File: src/rtl/ps2_key_queue.sv
// PS/2 set-2 byte parser with typematic-repeat suppression feeding a small event FIFO.
// Define KEYQ_BREAK_EN to also queue break events (brk=1); otherwise only makes are queued.
module ps2_key_queue #(
  parameter int unsigned DEPTH = 8
) (
  input  logic                         clock,
  input  logic                         reset,
  input  logic                         ps2_key_pressed,
  input  logic [7:0]                   ps2_out,
  input  logic                         clear,
  input  logic                         load_req,
  output logic                         load_valid,
  output logic [31:0]                  load_data,
  output logic [$clog2(DEPTH+1)-1:0]   fifo_count,
  output logic                         overflow
);

  localparam int unsigned PtrW = (DEPTH > 1) ? $clog2(DEPTH) : 1;
  localparam int unsigned CntW = $clog2(DEPTH+1);
  localparam logic [CntW-1:0] DepthCnt = CntW'(DEPTH);

  localparam logic [1:0] StIdle   = 2'd0;
  localparam logic [1:0] StExt    = 2'd1;
  localparam logic [1:0] StBrk    = 2'd2;
  localparam logic [1:0] StExtBrk = 2'd3;

`ifdef KEYQ_BREAK_EN
  localparam bit BreakEn = 1'b1;
`else
  localparam bit BreakEn = 1'b0;
`endif

  logic [1:0]      state_q, state_d;
  logic            held_v_q, held_v_d;
  logic            held_ext_q, held_ext_d;
  logic [7:0]      held_code_q, held_code_d;
  logic [PtrW-1:0] wr_ptr_q, rd_ptr_q;
  logic [CntW-1:0] count_q, count_d;
  logic            overflow_q;
  logic            load_valid_q;
  logic [31:0]     load_data_q;
  logic [9:0]      mem [DEPTH];

  logic discard, ev_valid, ev_brk, ev_ext, held_match;
  logic push_req, push, pop;

  always_comb begin
    discard = (ps2_out == 8'h00) || (ps2_out == 8'hAA) || (ps2_out == 8'hE1) ||
              (ps2_out == 8'hFA) || (ps2_out == 8'hFE) || (ps2_out == 8'hFF);
    ev_valid = 1'b0;
    ev_brk   = 1'b0;
    ev_ext   = 1'b0;
    state_d  = state_q;
    if (ps2_key_pressed) begin
      if (discard) begin
        state_d = StIdle;
      end else begin
        case (state_q)
          StIdle: begin
            if (ps2_out == 8'hE0)      state_d = StExt;
            else if (ps2_out == 8'hF0) state_d = StBrk;
            else                       ev_valid = 1'b1;
          end
          StExt: begin
            if (ps2_out == 8'hF0) begin
              state_d = StExtBrk;
            end else begin
              ev_valid = 1'b1;
              ev_ext   = 1'b1;
              state_d  = StIdle;
            end
          end
          StBrk: begin
            ev_valid = 1'b1;
            ev_brk   = 1'b1;
            state_d  = StIdle;
          end
          default: begin
            ev_valid = 1'b1;
            ev_brk   = 1'b1;
            ev_ext   = 1'b1;
            state_d  = StIdle;
          end
        endcase
      end
    end
  end

  always_comb begin
    held_match  = held_v_q && (held_ext_q == ev_ext) && (held_code_q == ps2_out);
    held_v_d    = held_v_q;
    held_ext_d  = held_ext_q;
    held_code_d = held_code_q;
    push_req    = 1'b0;
    if (ev_valid && !ev_brk && !held_match) begin
      // New key (not a typematic repeat) becomes the held key.
      push_req    = 1'b1;
      held_v_d    = 1'b1;
      held_ext_d  = ev_ext;
      held_code_d = ps2_out;
    end else if (ev_valid && ev_brk) begin
      push_req = BreakEn;
      if (held_match) held_v_d = 1'b0;
    end
  end

  always_comb begin
    pop  = load_req && (count_q != '0);
    // A full FIFO still accepts a push when a pop frees a slot the same cycle.
    push = push_req && ((count_q != DepthCnt) || pop);
    case ({push, pop})
      2'b10:   count_d = count_q + 1'b1;
      2'b01:   count_d = count_q - 1'b1;
      default: count_d = count_q;
    endcase
  end

  always_ff @(posedge clock) begin
    if (push && !clear) mem[wr_ptr_q] <= {ev_brk, ev_ext, ps2_out};
  end

  always_ff @(posedge clock or posedge reset) begin
    if (reset) begin
      state_q      <= StIdle;
      held_v_q     <= 1'b0;
      held_ext_q   <= 1'b0;
      held_code_q  <= 8'h00;
      wr_ptr_q     <= '0;
      rd_ptr_q     <= '0;
      count_q      <= '0;
      overflow_q   <= 1'b0;
      load_valid_q <= 1'b0;
      load_data_q  <= 32'h0;
    end else if (clear) begin
      state_q      <= StIdle;
      held_v_q     <= 1'b0;
      wr_ptr_q     <= '0;
      rd_ptr_q     <= '0;
      count_q      <= '0;
      overflow_q   <= 1'b0;
      load_valid_q <= 1'b0;
      load_data_q  <= 32'h0;
    end else begin
      state_q      <= state_d;
      held_v_q     <= held_v_d;
      held_ext_q   <= held_ext_d;
      held_code_q  <= held_code_d;
      count_q      <= count_d;
      load_valid_q <= load_req;
      if (push) wr_ptr_q <= wr_ptr_q + 1'b1;
      if (pop)  rd_ptr_q <= rd_ptr_q + 1'b1;
      if (push_req && !push) overflow_q <= 1'b1;
      if (load_req) load_data_q <= pop ? {22'b0, mem[rd_ptr_q]} : 32'h0;
    end
  end

  assign load_valid = load_valid_q;
  assign load_data  = load_data_q;
  assign fifo_count = count_q;
  assign overflow   = overflow_q;

endmodule

File: config.mk
export PLATFORM = sky130hd
export DESIGN_NAME = ps2_key_queue
export DESIGN_NICKNAME = d
export VERILOG_FILES = /design/src/rtl/ps2_key_queue.sv
export SDC_FILE = /design/constraint.sdc
export NUM_CORES = 1
export LEC_CHECK = 0
export CAP_MARGIN = 20
export CORE_MARGIN = 3
export CORE_UTILIZATION = 57
export CTS_CLUSTER_DIAMETER = 200
export DETAILED_ROUTE_END_ITERATION = 8
export MAX_ROUTING_LAYER = met4
export PLACE_DENSITY_LB_ADDON = 0.2
export SYNTH_ARGS = -nofsm -noshare
export SYNTH_HDL_FRONTEND = slang
export SYNTH_SLANG_ARGS = --single-unit
export TNS_END_PERCENT = 30
File: constraint.sdc
create_clock -name clock -period 3.45 [get_ports clock]
set_input_delay 0.69 -clock clock [delete_from_list [all_inputs] [get_ports clock]]
set_output_delay 0.69 -clock clock [all_outputs]
set_load 0.01 [all_outputs]
Word level (Yosys, flattened, before mapping) --
Memories as Yosys holds them, arrays and structs flattened. Cells that the tools add are included.
Cells by class: $add $sub $neg 4, equality and inequality tests 15, mux-type cells 37, bitwise logic cells 1, reduce and logical (&&, ||, !) cells 35
Operators by type and width (count):
- $mux W32 | 2
- $eq A8 B8 Y1 const B | 7
- $mux W1 | 19
- $mux W2 | 6
- $mux W3 | 4
- $mux W10 | 1
- $reduce_bool A2 Y1 | 5
- $logic_and A1 B1 Y1 | 9
- $reduce_bool A3 Y1 | 3
- $eq A8 B8 Y1 | 1
- $logic_not A8 Y1 | 1
- $pmux W4 S2 | 1
- $add A3 B1 Y3 const B | 2
- $logic_or A1 B1 Y1 | 6
- $reduce_and A2 Y1 | 3
- $ne A5 B5 Y1 const B | 1
- $add A4 B1 Y4 const B | 1
- $eq A2 B1 Y1 const B | 2
- $eq A2 B2 Y1 const B | 2
- $logic_not A1 Y1 | 4
- $mux W4 | 1
- $ne A4 B4 Y1 const B | 1
- $pmux W1 S2 | 2
- $pmux W2 S2 | 1
- other kinds (6) | 7
Word-level totals: register bits 56, memory bits (writable) 80, bits of input ports 13, output and inout port bits 38, logic and storage cells 103, memories kept 1
Memories:
- mem | words 8, width 10, rd ports 1, clocked after memory_dff 0, write ports 1, RTL line 42 | logic [9:0] mem [DEPTH];

Logic depth before layout (Yosys ltp) --
depth after elaboration 19, gate-level depth with buffers 13, mapped depth without buffers 11

Worst setup path before layout --
No wires, ideal clock.
path kind in2reg, start point input ps2_out[0], end point register count_q[3], in the netlist fifo_count[3], arrival 3.664 ns, setup slack -0.338 ns, stages on the path 12, path through or4_1 > or4_4 > nor3b_4 > o31a_1 > buf_2 > nor2_1 > ha_1 > a21o_1 > a21oi_1 > nor3_1 > mux2i_1 > mux2_2
On the way: longest elaborated chain between the ends 18
Ends and longest elaborated chain:
- from (decl) | RTL line 9 | input logic [7:0] ps2_out,
- $eq A8 B8 Y1 / $logic_not A8 Y1 (equally long branches) | RTL line 48 | discard = (ps2_out == 8'h00) || (ps2_out == 8'hAA) || (ps2_out == 8'hE1) ||
- $logic_or A1 B1 Y1 (3 in a row) | RTL line 48
- $logic_or A1 B1 Y1 (2 in a row) | RTL line 49 | (ps2_out == 8'hFA) || (ps2_out == 8'hFE) || (ps2_out == 8'hFF);
- $mux W1 | RTL line 55 | if (discard) begin
- $mux W1 | RTL line 54 | if (ps2_key_pressed) begin
- $eq A1 B1 Y1 | RTL line 90 | held_match = held_v_q && (held_ext_q == ev_ext) && (held_code_q == ps2_out);
- $logic_and A1 B1 Y1 (2 in a row) | RTL line 90
- $logic_not A1 Y1 | RTL line 95 | if (ev_valid && !ev_brk && !held_match) begin
- $logic_and A1 B1 Y1 (*) | RTL line 95
- $mux W1 (*) | RTL line 95
- $logic_and A1 B1 Y1 (*) | RTL line 110 | push = push_req && ((count_q != DepthCnt) || pop);
- $eq A2 B1 Y1 / $eq A2 B2 Y1 (equally long branches) | RTL line 111 | case ({push, pop})
- $pmux W4 S2 | RTL line 111
- $mux W4 | RTL line 134 | end else if (clear) begin
- to (signal assigned) | RTL line 148 | count_q <= count_d;
- to (decl) | RTL line 38 | logic [CntW-1:0] count_q, count_d;
Mark *: on every way between the ends. The rest lies on a longest branch, timed or not. A chain may end at the register's enable or synchronous reset.

Final worst setup path --
start point input ps2_out[2], end point register count_q[3], in the netlist fifo_count[3]
Same word-level chain as after synthesis.

==> impl_metrics.csv <==
group,metric,value,unit
critical_path,crit_buf_inv,1,
global_route,grt.overflow.total,0,
clocking,cts.sinks,114,
global_route,grt_use_met1,28.4,%
sta,slew_violations,0,
route,firstDrtPassIters,5,
cells_and_area,final_cell_area,6280,um2
synth,ys_seq_area_share,64.3,%
global_route,met3_usage,6.60,%
clocking,clk_pin_slew,0.06,ns
cells_and_area,layoutNonFillerInstCount,536,
floorplanning,core_area,8420,um2
critical_path,critPathLaunchType,"primary input",
power_and_ir_drop,powerDensity,635,nW/um2
floorplanning,die_y,100,um
sta,rsz0062_at_grt,"false",
placement,place_congestion,0.941,
synth,yosysTopAreaCell,"edfxtp_1",
sta,max_freq,0.299,GHz
global_route,grt_use_met2,38.2,%
critical_path,crit_path_cell_trace,"clkdlybuf4s50_1, or4_4, or4_4, nor3b_4, o31a_1, nor2_4, ha_1, a21o_1, a21oi_2, nor3_1, mux2i_1, mux2_2",
clocking,cts_buffer_depth,2,
sta,relSlewSlack,34.1,%
synth,ys_types,47,
floorplanning,die_w,100,um
sta,hold_ws,0.475,ns
synth,yosys_warnings,0,
floorplanning,die_area,10000,um2
cells_and_area,drive_gt1_share,27.1,%
clocking,cts_tree,"yes",
synth,ys_top_cells_by_count,"edfxtp_1, dfrtp_1, buf_4, mux4_2, nand2_1",
route,drtAntennaViolNets,0,
cells_and_area,nets,436,
global_route,grt_max_degree,35,
synth,yosysMostFrequentCell,"edfxtp_1",
power_and_ir_drop,p_leak,2.43,nW
clocking,cts_buffers,17,
critical_path,reg2reg_depth,10,
job,maxCapViolations,0,
cells_and_area,filler_cell_count,512,
clocking,clk_latency,0.51,ns
cells_and_area,area.growth.synth_to_final,24.2,%
critical_path,critPathArrivalTime,3.74,ns
route,via_per_inst,5.79,
sta,finClkSkew,0.00918,ns
global_route,grt.total_usage,23.4,%
critical_path,crit_family,"simple AND/OR/NAND/NOR gates",
placement,dp.cells,504,
worst_hold_path,hold_path_class,"reg2reg",
cells_and_area,finish.utilization,74.6,%
floorplanning,ios,51,
synth,yosysTopAreaCellShare,47.5,%
run_status,status,"completed",
synth,synth_area_leaders,"edfxtp_1, dfrtp_1, mux4_2",
synth,synthArstFlopShare,29.8,%
synth,synth-edff-count,80,
placement,place_area,5730,um2
critical_path,crit_path_top_delay_cell,"or4_4",
global_route,top_usage_layer,"met2",
floorplanning,placementRows,33,
global_route,grt_pass1_vias,3229,
sta,finalSetupViolCount,0,
route,routedWlPerCell,19.5,um
clocking,cts_resized,0,
worst_hold_path,hold_path_depth,2,
critical_path,crit_path_max_fanout,2,
placement,io_buffer_count,28,
clocking,cts_setup_buffers,0,
floorplanning,floorplan.initialDensity,60.1,%
route,dr_total_vias,3106,
clocking,cts-hold-fix-buffers,0,
critical_path,required,3.85,ns
clocking,cts_max_level,4,
critical_path,end_kind,"flop",
synth,synth_cells,334,
critical_path,crit_type,"in2reg",
clocking,cts_root_buf,"clkbuf_8",
power_and_ir_drop,vdd_ir_drop_max,0.000403,V
global_route,antenna_found_initial,0,
sta,hold_violations,0,
critical_path,path_common_cell,"or4_4",
placement,place_hpwl,6890,um
route,wl,10400,um
global_route,grt_pass1_wl,16900,um
synth,avgSynthCellArea,15.1,um2
cells_and_area,antenna_cells,0,
critical_path,crit_cells,12,
synth,synth_area,5060,um2
route,drcViolationCount,0,
sta,worst_slew_pin_slew,0.989,ns
synth,ys.flop_type,"edfxtp_1",
sta,min_period,3.34,ns
synth,ys_ff_latch,114,
critical_path,max_stage_delay,0.48,ns
sta,period_share,96.8,%
route,drtIter0Drc,226,
==> cell families after synthesis <==
kind of cell / after synthesis / share of synthesized area (%)
adder cells (fa/ha/maj): 5 / 1.38
flip-flops: 114 / 64.3
XOR/XNOR: 11 / 1.90
multiplexers: 44 / 14.6
AND/OR/NAND/NOR: 83 / 8.48
buffers and inverters: 42 / 4.80
AO/OA/AOI/OAI: 34 / 4.50
other: 1 / 0.0741
==> final cells by class <==
class                           count  area [um2]  share of cell area, %
Sequential cell                   114        3250                   51.8
Multi-Input combinational cell    199        1670                   26.5
Timing Repair Buffer               78         663                   10.6
Clock buffer                       23         457                   7.27
Tap cell                          105         131                   2.09
Clock inverter                      9        82.6                   1.31
Inverter                            8        30.0                  0.478
==> state kept, by name, indices dropped and copies added (netlist names) <==
signal / flops
held_v_q: 1
held_ext_q: 1
mem: 80
state_q: 2
fifo_count: 4
overflow: 1
rd_ptr_q: 3
wr_ptr_q: 3
held_code_q: 8
load_valid: 1
load_data: 10
==> placed cells by master (no fill, tap or decap), types with 3 or more instances in the layout <==
cell	n
clkinvlp_4	4
o21ai_0	12
nor3_1	8
xor2_1	9
dfrtp_1	34
conb_1	22
edfxtp_1	80
inv_1	8
clkdlybuf4s50_1	25
ha_1	4
mux2i_1	14
nand3_1	10
nor2_1	16
dlymetal6s2s_1	3
clkbuf_8	3
buf_4	50
nand4_1	6
nand2_1	20
nor2b_1	3
clkbuf_1	4
a21oi_1	6
and3_1	6
clkbuf_16	16
mux2_4	9
mux4_2	20
==> path summary, 6_finish.rpt <==
check / from / endpoint / slack, ns
max in group asynchronous: reset / held_code_q[2] / 2.51
worst min-delay path: load_data[8] / load_data[8] / 0.47
worst min register to register: load_data[8] / load_data[8] / 0.47
worst max register to register: state_q[1] / fifo_count[3] / 0.63
worst max-delay path: ps2_out[2] / fifo_count[3] / 0.11
min in group asynchronous: reset / load_data[7] / 0.60
==> worst reg2reg max path, stage by stage, from the launching register on <==
cell and delay (ns):
dfrtp_1 0.43, or4_4 0.56, nor3b_4 0.17, o31a_1 0.33, nor2_4 0.10, ha_1 0.22, a21o_1 0.19, a21oi_2 0.15
nor3_1 0.06, mux2i_1 0.15, mux2_2 0.34
==> metal layers <==
metal,part of all wire [%],wire (um),up-vias
li1,-,-,1403
met1,40,4200,1584
met2,53,5490,103
met3,5.2,548,16
met4,2.0,205,0
met5,0,0,-
==> through the flow <==
step / setup TNS, ns / setup slack, ns / power (mW)
2_1_floorplan: -0.633 / -0.0827 / 2.17
3_3_place_gp: -8.03 / -0.438 / 2.43
3_5_place_dp: -10.83 / -0.479 / 2.45
4_1_cts: 0 / 0.0664 / 4.02
5_1_grt: 0 / 0.0000342 / 4.15
6_report: 0 / 0.111 / 3.99
==> power breakdown <==
part	total, mW	switching [mW]	internal (mW)
combinational	0.745	0.334	0.411
sequential	1.68	0.121	1.56
clock	1.57	0.581	0.986
total	3.99	1.04	2.95
Note: power is estimated with default switching activity, not from simulation.
